## src/rtl/gpioemu_pkg.sv

```systemverilog
// Shared definitions for the GPIO-emulated multiplier bus master: register map,
// status bits, FSM state and transfer-type encodings.
package gpioemu_pkg;

  localparam logic [15:0] ADDR_A1   = 16'h037F;
  localparam logic [15:0] ADDR_A2   = 16'h0388;
  localparam logic [15:0] ADDR_CTRL = 16'h03A0;
  localparam logic [15:0] ADDR_W    = 16'h0390;
  localparam logic [15:0] ADDR_L    = 16'h0398;

  localparam int unsigned STAT_READY = 1;
  localparam int unsigned STAT_VALID = 0;

  typedef enum logic [3:0] {
    StIdle, StWrA1, StWrA2, StWrGo, StPoll, StGap, StRdW, StRdL, StDone, StTimeout
  } state_e;

  typedef enum logic {
    XFER_WR = 1'b0,
    XFER_RD = 1'b1
  } xfer_e;

  typedef enum logic [1:0] {
    XIdle, XSetup, XStrobe, XHold
  } xphase_e;

endpackage

```

## src/rtl/gpioemu_bus_xfer.sv

```systemverilog
// Single bus transfer engine: SETUP(1) + STROBE(STROBE_CYCLES) + HOLD(1), ack during HOLD.
// A go seen during HOLD chains the next transfer with no idle cycle in between.
module gpioemu_bus_xfer
  import gpioemu_pkg::*;
#(
  parameter int unsigned STROBE_CYCLES = 2
) (
  input  logic        clk,
  input  logic        n_reset,
  input  logic        go_i,
  input  logic        is_read_i,
  input  logic [15:0] addr_i,
  input  logic [31:0] wdata_i,
  input  logic [31:0] sdata_rd_i,
  output logic [31:0] rdata_o,
  output logic        ack_o,
  output logic [15:0] saddress_o,
  output logic        swr_o,
  output logic        srd_o,
  output logic [31:0] sdata_wr_o
);

  xphase_e     phase_q, phase_d;
  logic [15:0] cnt_q, cnt_d;
  logic        rd_q, rd_d;
  logic [15:0] addr_q, addr_d;
  logic [31:0] wdata_q, wdata_d;
  logic [31:0] rdata_q, rdata_d;
  logic        active;

  always_ff @(posedge clk or negedge n_reset) begin
    if (!n_reset) begin
      phase_q <= XIdle;
      cnt_q   <= '0;
      rd_q    <= 1'b0;
      addr_q  <= '0;
      wdata_q <= '0;
      rdata_q <= '0;
    end else begin
      phase_q <= phase_d;
      cnt_q   <= cnt_d;
      rd_q    <= rd_d;
      addr_q  <= addr_d;
      wdata_q <= wdata_d;
      rdata_q <= rdata_d;
    end
  end

  always_comb begin
    phase_d = phase_q;
    cnt_d   = cnt_q;
    rd_d    = rd_q;
    addr_d  = addr_q;
    wdata_d = wdata_q;
    rdata_d = rdata_q;
    unique case (phase_q)
      XIdle, XHold: begin
        if (go_i) begin
          phase_d = XSetup;
          rd_d    = is_read_i;
          addr_d  = addr_i;
          wdata_d = wdata_i;
        end else begin
          phase_d = XIdle;
        end
      end
      XSetup: begin
        phase_d = XStrobe;
        cnt_d   = '0;
      end
      XStrobe: begin
        if (cnt_q == 16'(STROBE_CYCLES - 1)) begin
          phase_d = XHold;
          if (rd_q) rdata_d = sdata_rd_i;
        end else begin
          cnt_d = cnt_q + 16'd1;
        end
      end
      default: phase_d = XIdle;
    endcase
  end

  // Bus outputs decode straight from registers so reset removes strobes at once.
  assign active     = (phase_q != XIdle);
  assign saddress_o = active ? addr_q : 16'h0;
  assign sdata_wr_o = active ? wdata_q : 32'h0;
  assign srd_o      = (phase_q == XStrobe) && rd_q;
  assign swr_o      = (phase_q == XStrobe) && !rd_q;
  assign ack_o      = (phase_q == XHold);
  assign rdata_o    = rdata_q;

endmodule

```

## src/rtl/gpioemu_bus_master.sv

```systemverilog
// Bus initiator for the emulated multiplier: load A1/A2, trigger, poll, read W (and L).
// Define GPIOEMU_BUS_MASTER_READ_L_EN to also read the ones count; otherwise ones stays 0.
module gpioemu_bus_master
  import gpioemu_pkg::*;
#(
  parameter int unsigned STROBE_CYCLES = 2,
  parameter int unsigned POLL_MAX      = 1024,
  parameter int unsigned POLL_GAP      = 4
) (
  input  logic        clk,
  input  logic        n_reset,
  input  logic        start,
  input  logic [23:0] a1,
  input  logic [23:0] a2,
  output logic        busy,
  output logic        done,
  output logic        timeout,
  output logic [31:0] w,
  output logic [23:0] ones,
  output logic        valid,
  output logic [15:0] saddress,
  output logic        swr,
  output logic        srd,
  output logic [31:0] sdata_wr,
  input  logic [31:0] sdata_rd
);

  state_e      state_q, state_d;
  logic [23:0] a2_q, a2_d;
  logic [31:0] w_q, w_d;
  logic        valid_q, valid_d;
  logic [15:0] poll_q, poll_d, poll_inc;
  logic [15:0] gap_q, gap_d;
  logic        go, ack;
  xfer_e       go_kind;
  logic [15:0] go_addr;
  logic [31:0] go_wdata, rdata;
`ifdef GPIOEMU_BUS_MASTER_READ_L_EN
  logic [23:0] ones_q, ones_d;
`endif

  always_ff @(posedge clk or negedge n_reset) begin
    if (!n_reset) begin
      state_q <= StIdle;
      a2_q    <= '0;
      w_q     <= '0;
      valid_q <= 1'b0;
      poll_q  <= '0;
      gap_q   <= '0;
`ifdef GPIOEMU_BUS_MASTER_READ_L_EN
      ones_q  <= '0;
`endif
    end else begin
      state_q <= state_d;
      a2_q    <= a2_d;
      w_q     <= w_d;
      valid_q <= valid_d;
      poll_q  <= poll_d;
      gap_q   <= gap_d;
`ifdef GPIOEMU_BUS_MASTER_READ_L_EN
      ones_q  <= ones_d;
`endif
    end
  end

  assign poll_inc = (poll_q == 16'hFFFF) ? poll_q : poll_q + 16'd1;

  // Each transfer state issues the next transfer on ack so transfers run back to back.
  always_comb begin
    state_d  = state_q;
    a2_d     = a2_q;
    w_d      = w_q;
    valid_d  = valid_q;
    poll_d   = poll_q;
    gap_d    = gap_q;
`ifdef GPIOEMU_BUS_MASTER_READ_L_EN
    ones_d   = ones_q;
`endif
    go       = 1'b0;
    go_kind  = XFER_WR;
    go_addr  = '0;
    go_wdata = '0;
    unique case (state_q)
      StIdle: if (start) begin
        state_d  = StWrA1;
        a2_d     = a2;
        poll_d   = '0;
        go       = 1'b1;
        go_addr  = ADDR_A1;
        go_wdata = {8'd0, a1};
      end
      StWrA1: if (ack) begin
        state_d  = StWrA2;
        go       = 1'b1;
        go_addr  = ADDR_A2;
        go_wdata = {8'd0, a2_q};
      end
      StWrA2: if (ack) begin
        state_d = StWrGo;
        go      = 1'b1;
        go_addr = ADDR_CTRL;
      end
      StWrGo: if (ack) begin
        state_d = StPoll;
        go      = 1'b1;
        go_kind = XFER_RD;
        go_addr = ADDR_CTRL;
      end
      StPoll: if (ack) begin
        if (rdata[STAT_READY]) begin
          valid_d = rdata[STAT_VALID];
          state_d = StRdW;
          go      = 1'b1;
          go_kind = XFER_RD;
          go_addr = ADDR_W;
        end else begin
          poll_d = poll_inc;
          if ({16'd0, poll_inc} >= POLL_MAX) begin
            state_d = StTimeout;
          end else if (POLL_GAP == 0) begin
            go      = 1'b1;
            go_kind = XFER_RD;
            go_addr = ADDR_CTRL;
          end else begin
            state_d = StGap;
            gap_d   = '0;
          end
        end
      end
      StGap: begin
        if (gap_q == 16'(POLL_GAP - 1)) begin
          state_d = StPoll;
          go      = 1'b1;
          go_kind = XFER_RD;
          go_addr = ADDR_CTRL;
        end else begin
          gap_d = gap_q + 16'd1;
        end
      end
      StRdW: if (ack) begin
        w_d = rdata;
`ifdef GPIOEMU_BUS_MASTER_READ_L_EN
        state_d = StRdL;
        go      = 1'b1;
        go_kind = XFER_RD;
        go_addr = ADDR_L;
`else
        state_d = StDone;
`endif
      end
`ifdef GPIOEMU_BUS_MASTER_READ_L_EN
      StRdL: if (ack) begin
        ones_d  = rdata[23:0];
        state_d = StDone;
      end
`endif
      StDone, StTimeout: state_d = StIdle;
      default: state_d = StIdle;
    endcase
  end

  gpioemu_bus_xfer #(
    .STROBE_CYCLES(STROBE_CYCLES)
  ) u_xfer (
    .clk       (clk),
    .n_reset   (n_reset),
    .go_i      (go),
    .is_read_i (go_kind == XFER_RD),
    .addr_i    (go_addr),
    .wdata_i   (go_wdata),
    .sdata_rd_i(sdata_rd),
    .rdata_o   (rdata),
    .ack_o     (ack),
    .saddress_o(saddress),
    .swr_o     (swr),
    .srd_o     (srd),
    .sdata_wr_o(sdata_wr)
  );

  assign busy    = !(state_q inside {StIdle, StDone, StTimeout});
  assign done    = (state_q == StDone);
  assign timeout = (state_q == StTimeout);
  assign w       = w_q;
  assign valid   = valid_q;
`ifdef GPIOEMU_BUS_MASTER_READ_L_EN
  assign ones    = ones_q;
`else
  assign ones    = '0;
`endif

endmodule

```

## config.mk

```make
export PLATFORM = sky130hd
export DESIGN_NAME = gpioemu_bus_master
export DESIGN_NICKNAME = d
export VERILOG_FILES = /design/src/rtl/gpioemu_pkg.sv /design/src/rtl/gpioemu_bus_xfer.sv /design/src/rtl/gpioemu_bus_master.sv
export SDC_FILE = /design/constraint.sdc
export NUM_CORES = 1
export LEC_CHECK = 0
export CAP_MARGIN = 15
export CELL_PAD_IN_SITES_DETAIL_PLACEMENT = 1
export CELL_PAD_IN_SITES_GLOBAL_PLACEMENT = 1
export CORE_AREA = 2 2 168 170
export DETAILED_ROUTE_END_ITERATION = 6
export DIE_AREA = 0 0 170 172
export PLACE_DENSITY = 0.67
export SETUP_SLACK_MARGIN = 0.4
export SLEW_MARGIN = 15
export SYNTH_ARGS = -nofsm -noshare
export SYNTH_HDL_FRONTEND = slang
export SYNTH_HIERARCHICAL = 1
export SYNTH_SLANG_ARGS = --single-unit
```

## constraint.sdc

```tcl
create_clock -name clk -period 3.12 [get_ports clk]
set_clock_uncertainty 0.1 [all_clocks]
set_input_delay 0.624 -clock clk [delete_from_list [all_inputs] [get_ports clk]]
set_output_delay 0.624 -clock clk [all_outputs]
set_load 0.05 [all_outputs]
```

==> results of run 1 <==
## timing repair
item / CTS / global route
hold buffers: 1 / 0
pin swaps: 0 / 0
hold endpoints to repair: 3 / 0
resized for setup: 131 / 33
setup endpoints to repair: 52 / 91
cloned: 0 / 1
## per-layer routing
| layer | track usage [%] | vias up | share of wire, % |
|---|---|---|---|
| met5 | 0 | - | 0 |
| met4 | 5.35 | 0 | 1.3 |
| met3 | 6.73 | 16 | 7.6 |
| met2 | 27.2 | 134 | 47 |
| met1 | 21.6 | 3488 | 44 |
| li1 | - | 3279 | - |
## Yosys cell counts, types with 3 or more instances
cell        n  area share [%]
mux2i_1     5            0.53
nor3_1     14            0.74
o21ai_2     6            0.55
mux2_1      3            0.36
nand2_1   100             4.0
nor2_1     41             1.6
nand2b_1    8            0.53
and4_1      3            0.28
buf_2       6            0.32
nand3_1    30             1.6
buf_1       6            0.24
nand4_1     8            0.53
and2_1      4            0.26
a21oi_1    17            0.90
or2_2       3            0.20
xor2_1      3            0.28
buf_4      31             2.4
dfrtp_1   192              51
nor4_1      5            0.33
nor3_2      5            0.53
or3_1       7            0.46
clkbuf_1   19            0.75
o21ai_0    25             1.3
ha_1        8             1.1
xnor2_1     8            0.74
buf_6       6            0.71
nor2b_1    51             3.4
a31oi_1    12            0.79
mux2_2    112              13
a22o_1     24             2.2
inv_1      22            0.87
and3_1      9            0.59
## stage by stage
step | util, % | cells | hold WS, ns | instance area [um^2]
3_5_place_dp | 42.0 | 1354 | 0.363 | 11500
3_3_place_gp | 42.0 | 1354 | 0.358 | 11500
5_1_grt | 44.2 | 1387 | 0.406 | 12200
6_report | 44.2 | 1388 | 0.377 | 12200
2_1_floorplan | - | 894 | 0.228 | 9640
4_1_cts | 44.4 | 1386 | 0.382 | 12200
## final timing paths
kind                               endpoint               from  slack, ns  depth (start not counted)
hold reg to reg                    a2_q[17]           a2_q[17]       0.38                          2
setup reg to reg                  gap_q[14]          poll_q[0]       0.54                          8
setup / recovery                sdata_wr[7]  u_xfer/phase_q[0]       0.50                          5
min in group asynchronous  u_xfer/cnt_q[15]            n_reset       0.57                          2
hold / removal                     a2_q[17]           a2_q[17]       0.38                          2
max in group asynchronous          gap_q[2]            n_reset       1.59                          3
## report_power, final
part	internal (W)	leakage [nW]	total [W]	switching (W)
Clock	0.00133	0.301	0.00232	0.000987
Combinational	0.00148	2.64	0.00414	0.00265
Sequential	0.00314	2.57	0.00359	0.000447
Total	0.00596	5.52	0.0100	0.00409
## logic make-up after synthesis
kind of cell             synth area share [%]
AO/OA/AOI/OAI                            9.90
AND/OR/NAND/NOR                          17.6
other                                  0.0395
XOR/XNOR                                 1.01
multiplexers                             14.2
adder cells (fa/ha/maj)                  1.05
flip-flops                               50.6
buffers and inverters                    5.66
## final cells by class
type                    count  area share (%)
flip-flops and latches    192            39.5
multi-input cells         608            35.8
repair buffers            187            15.3
clock buffers              20            3.84
well taps                 346            3.56
clock inverters            11            1.26
inverters                  23           0.710
diodes                      1          0.0206
## worst min-delay path, stage by stage (launching register included)
cell and delay [ns]:
dfrtp_1 0.34, nand2_1 0.05, nand2_1 0.05
## state kept, by name, summed over array words and instances (netlist names), 2 cells and up
name / flops
state_q: 4
w: 32
a2_q: 24
u_xfer/wdata_q: 32
u_xfer/addr_q: 16
gap_q: 16
u_xfer/phase_q: 2
poll_q: 16
u_xfer/rdata_o: 32
u_xfer/cnt_q: 16
==> results.json, run 1 <==
{
  "post-route-period-util_pct": 83.9,
  "rows": 61,
  "path_class": "register to primary output",
  "antenna_left": 0,
  "finalCriticalPeriod_ns": 2.62,
  "peakVddDrop_mv": 0.429,
  "finalPower_w": 0.0100,
  "fmaxAchievable_mhz": 382,
  "ys_seq_area_share_pct": 50.6,
  "cts_tree": "built",
  "place_ws_ns": 0.452,
  "synth_cell_types": 85,
  "multi_input_area_mm2": 0.00435,
  "final_nets": 1120,
  "cp_top_family": "buffers and inverters",
  "worstMarginPinSlew_ns": 0.729,
  "via_per_inst": 4.98,
  "clock_latency_ns": 0.44,
  "p_per_area_mw_per_mm2": 826,
  "clock_sinks": 192,
  "setup_viol": 0,
  "synth.ff_latch_count": 192,
  "hold_class": "register to register",
  "num_io_pins": 193,
  "place.gp.congestion": 0.746,
  "synth_enable_flop_cells": 0,
  "clkSlewWorstSetupHoldPaths_ns": 0.07,
  "arrival_ns": 1.89,
  "io_buffer_count": 168,
  "die_area_mm2": 0.0292,
  "grt_pass1_wl_um": 39200,
  "slew_violations": 0,
  "grt_pass1_vias": 7270,
  "path_cells": "inv_1 -> ha_2 -> buf_12 -> nor2b_1 -> clkdlybuf4s15_2",
  "syn2layout_area_growth_pct": 28.0,
  "cts_root_buf": "clkbuf_16",
  "grt_usage_pct": 17.2,
  "status": "completed",
  "setup_ws_ns": 0.503,
  "drt-total-wl_um": 24600,
  "die_h_um": 172,
  "slew_headroom_pct": 50.9,
  "initial_core_util_pct": 34.6,
  "synth_flop_cell": "dfrtp_1",
  "cap_violations": 0,
  "core_mm2": 0.0275,
  "rsz0062_at_grt": "no",
  "syn-instance-count": 857,
  "first_iter_violations": 323,
  "end_kind": "primary output",
  "drt_pass1_iterations": 4,
  "crit_fanout": 48,
  "p_leak_nw": 5.52,
  "ctsLongestPathBuffers": 2,
  "layout_commonest_cell": "dfrtp_1",
  "post-cts-setup-buffers": 0,
  "htree_num_levels": 4,
  "crit_path_top_delay_cell": "clkdlybuf4s15_2",
  "dp_hpwl_um": 16800,
  "drc": 0,
  "num-fill-cells": 2979,
  "layout_common_cells": "dfrtp_1 (190), clkdlybuf4s50_1 (114), mux2_2 (112)",
  "grt_max_degree": 72,
  "vias": 6917,
  "antenna_found_initial": 0,
  "synth-async-reset-ratio_pct": 100,
  "final-hold-violation-count": 0,
  "synth_warnings": 6,
  "grt_overflow_total": 0,
  "seqCellArea_mm2": 0.00481,
  "syn_area_per_cell_um2": 11.1,
  "final.setup.tns_ns": 0,
  "required_ns": 2.40,
  "critical-path-max-stage-delay_ns": 0.39,
  "die_w_um": 170,
  "path_buf_inv": 3,
  "numCtsBuffers": 17,
  "post_drt_wl_per_cell_um": 17.8,
  "drive_above_1_share_pct": 25.6,
  "cp-start-kind": "register",
  "synth_area_mm2": 0.00950
}
No activity file was read; power rests on OpenSTA's default activity.
==> run 2, diff against run 1 <==
PLACE_DENSITY = 0.7   (was 0.67)
clock period = 2.3 ns   (was 3.12 ns; I/O delays follow)
==> run 2 against run 1 <==
Against the previous run:
- the flow now finishes with violations (setup timing)
- clock power increased by 30%
- routed wire length grew 56%
- flip-flop and latch count unchanged
- critical path depth rose by 2
- via count grew 21%
- die area is the same
- power increased by 86%
- cell area rose by 29%
- first-iteration DRC count is 67% higher
- non-clock buffer count increased by 181
- sequential share of layout area decreased by 8.8 points
==> results.json, run 2 (synthesis results as in run 1) <==
{
  "antenna_found_initial": 0,
  "setup_ws_ns": -0.145,
  "status": "finished with violations",
  "place_ws_ns": -0.201,
  "dp_hpwl_um": 19300,
  "rr_startpoint": "u_xfer/phase_q[0]",
  "setup_viol": 151,
  "cts_tree": "built",
  "holdCritStartpoint": "a2_q[17]",
  "drt_pass1_iterations": 7,
  "end_kind": "primary output",
  "cap_violations": 0,
  "initial_core_util_pct": 34.6,
  "first_iter_violations": 538,
  "finalCriticalPeriod_ns": 2.44,
  "die_w_um": 170,
  "slew_headroom_pct": 64.8,
  "rsz0062_at_grt": "yes",
  "syn2layout_area_growth_pct": 64.7,
  "die_area_mm2": 0.0292,
  "layout_common_cells": "dfrtp_1 (185), buf_4 (110), nand2_1 (95)",
  "final-hold-violation-count": 0,
  "path_class": "register to primary output",
  "p_leak_nw": 7.26,
  "hold_path_depth": 2,
  "diodes": 0,
  "final_nets": 1302,
  "p_per_area_mw_per_mm2": 1200,
  "crit_path_top_delay_cell": "dfrtp_1",
  "rows": 61,
  "path_cells": "inv_2 -> buf_6 -> ha_4 -> buf_12 -> buf_16 -> nor2b_4 -> buf_8",
  "critical-path-max-stage-delay_ns": 0.39,
  "grt_max_degree": 52,
  "antenna_left": 0,
  "cp-start-kind": "register",
  "cts_root_buf": "clkbuf_16",
  "htree_num_levels": 4,
  "grt_overflow_total": 0,
  "fmaxAchievable_mhz": 409,
  "drt-total-wl_um": 38400,
  "core_mm2": 0.0275,
  "r2r_cells": 12,
  "layout_commonest_cell": "dfrtp_1",
  "clock_latency_ns": 0.45,
  "slew_violations": 0,
  "drc": 0,
  "ctsLongestPathBuffers": 2,
  "utilization_pct": 57.0,
  "crit_fanout": 6,
  "drive_above_1_share_pct": 48.7,
  "grt_pass1_wl_um": 51900,
  "grt_pass1_vias": 8955,
  "critPathLaunch": "u_xfer/phase_q[0]",
  "die_h_um": 172,
  "clock_sinks": 192,
  "io_buffer_count": 168,
  "peakVddDrop_mv": 0.582,
  "required_ns": 1.74,
  "via_per_inst": 5.35,
  "vias": 8397,
  "place.gp.congestion": 0.772,
  "arrival_ns": 1.88,
  "grt_usage_pct": 22.9,
  "numCtsBuffers": 17,
  "clkSlewWorstSetupHoldPaths_ns": 0.08,
  "post_drt_wl_per_cell_um": 24.5,
  "violations": "setup timing",
  "hold_class": "register to register",
  "num_io_pins": 193,
  "post-route-period-util_pct": 106,
  "worstMarginPinSlew_ns": 0.522
}
## run 2: final timing paths
check,slack [ns],to
setup reg to reg,-0.14,poll_q[9]
hold / removal,0.38,a2_q[17]
setup / recovery,-0.14,sdata_wr[23]
hold reg to reg,0.38,a2_q[17]
min in group asynchronous,0.41,a2_q[19]
max in group asynchronous,0.99,state_q[2]
## run 2: timing repair
| item | 4_1_cts | 5_1_grt |
|---|---|---|
| endpoints found under the hold margin | 36 | 0 |
| pin swaps | 31 | 35 |
| gates resized for setup | 233 | 119 |
| setup buffers | 53 | 22 |
| endpoints found under the setup margin | 244 | 238 |
| gates cloned | 13 | 6 |
| hold buffers | 1 | 0 |
## run 2: area by class of cell
cell class / count / area (um^2)
clock inverters: 13 / 119
well taps: 346 / 433
inverters: 23 / 91.3
multi-input cells: 609 / 5520
fillers: 2727 / 11800
clock buffers: 18 / 439
repair buffers: 368 / 4240
flip-flops and latches: 192 / 4810
## run 2: where the power goes
| part | leakage [nW] | internal (W) | switching [W] |
|---|---|---|---|
| combinational | 4.42 | 0.00520 | 0.00551 |
| clock | 0.275 | 0.00146 | 0.00156 |
| sequential | 2.57 | 0.00427 | 0.000719 |
## run 2: worst max-delay path, delay by kind of cell, from the launching register on
family | cells | cell delay [ns]
buf+inv | 5 | 0.66
simple gates | 1 | 0.16
fa+ha+maj | 1 | 0.21
flops | 1 | 0.39
## run 2: metal layers
metal / GRT usage [%] / vias to the layer above / routed length, um
met3: 4.14 / 92 / 1500
met1: 27.0 / 4386 / 15300
met2: 41.6 / 266 / 20300
met5: 0 / - / 0
met4: 8.66 / 0 / 1330
li1: - / 3653 / -
## run 2: per-stage QoR
stage                     hold slack (ns)  area, um^2  total power [W]  cells  setup TNS, ns
after floorplan                    0.0644       10500          0.00998    894              0
after global placement              0.339       13000           0.0123   1443          -7.80
after detailed placement            0.336       13000           0.0125   1443          -9.38
after CTS                           0.383       15000           0.0177   1541          -1.71
after global routing                0.414       15600           0.0194   1569         -19.05
final                               0.380       15600           0.0187   1569          -9.58
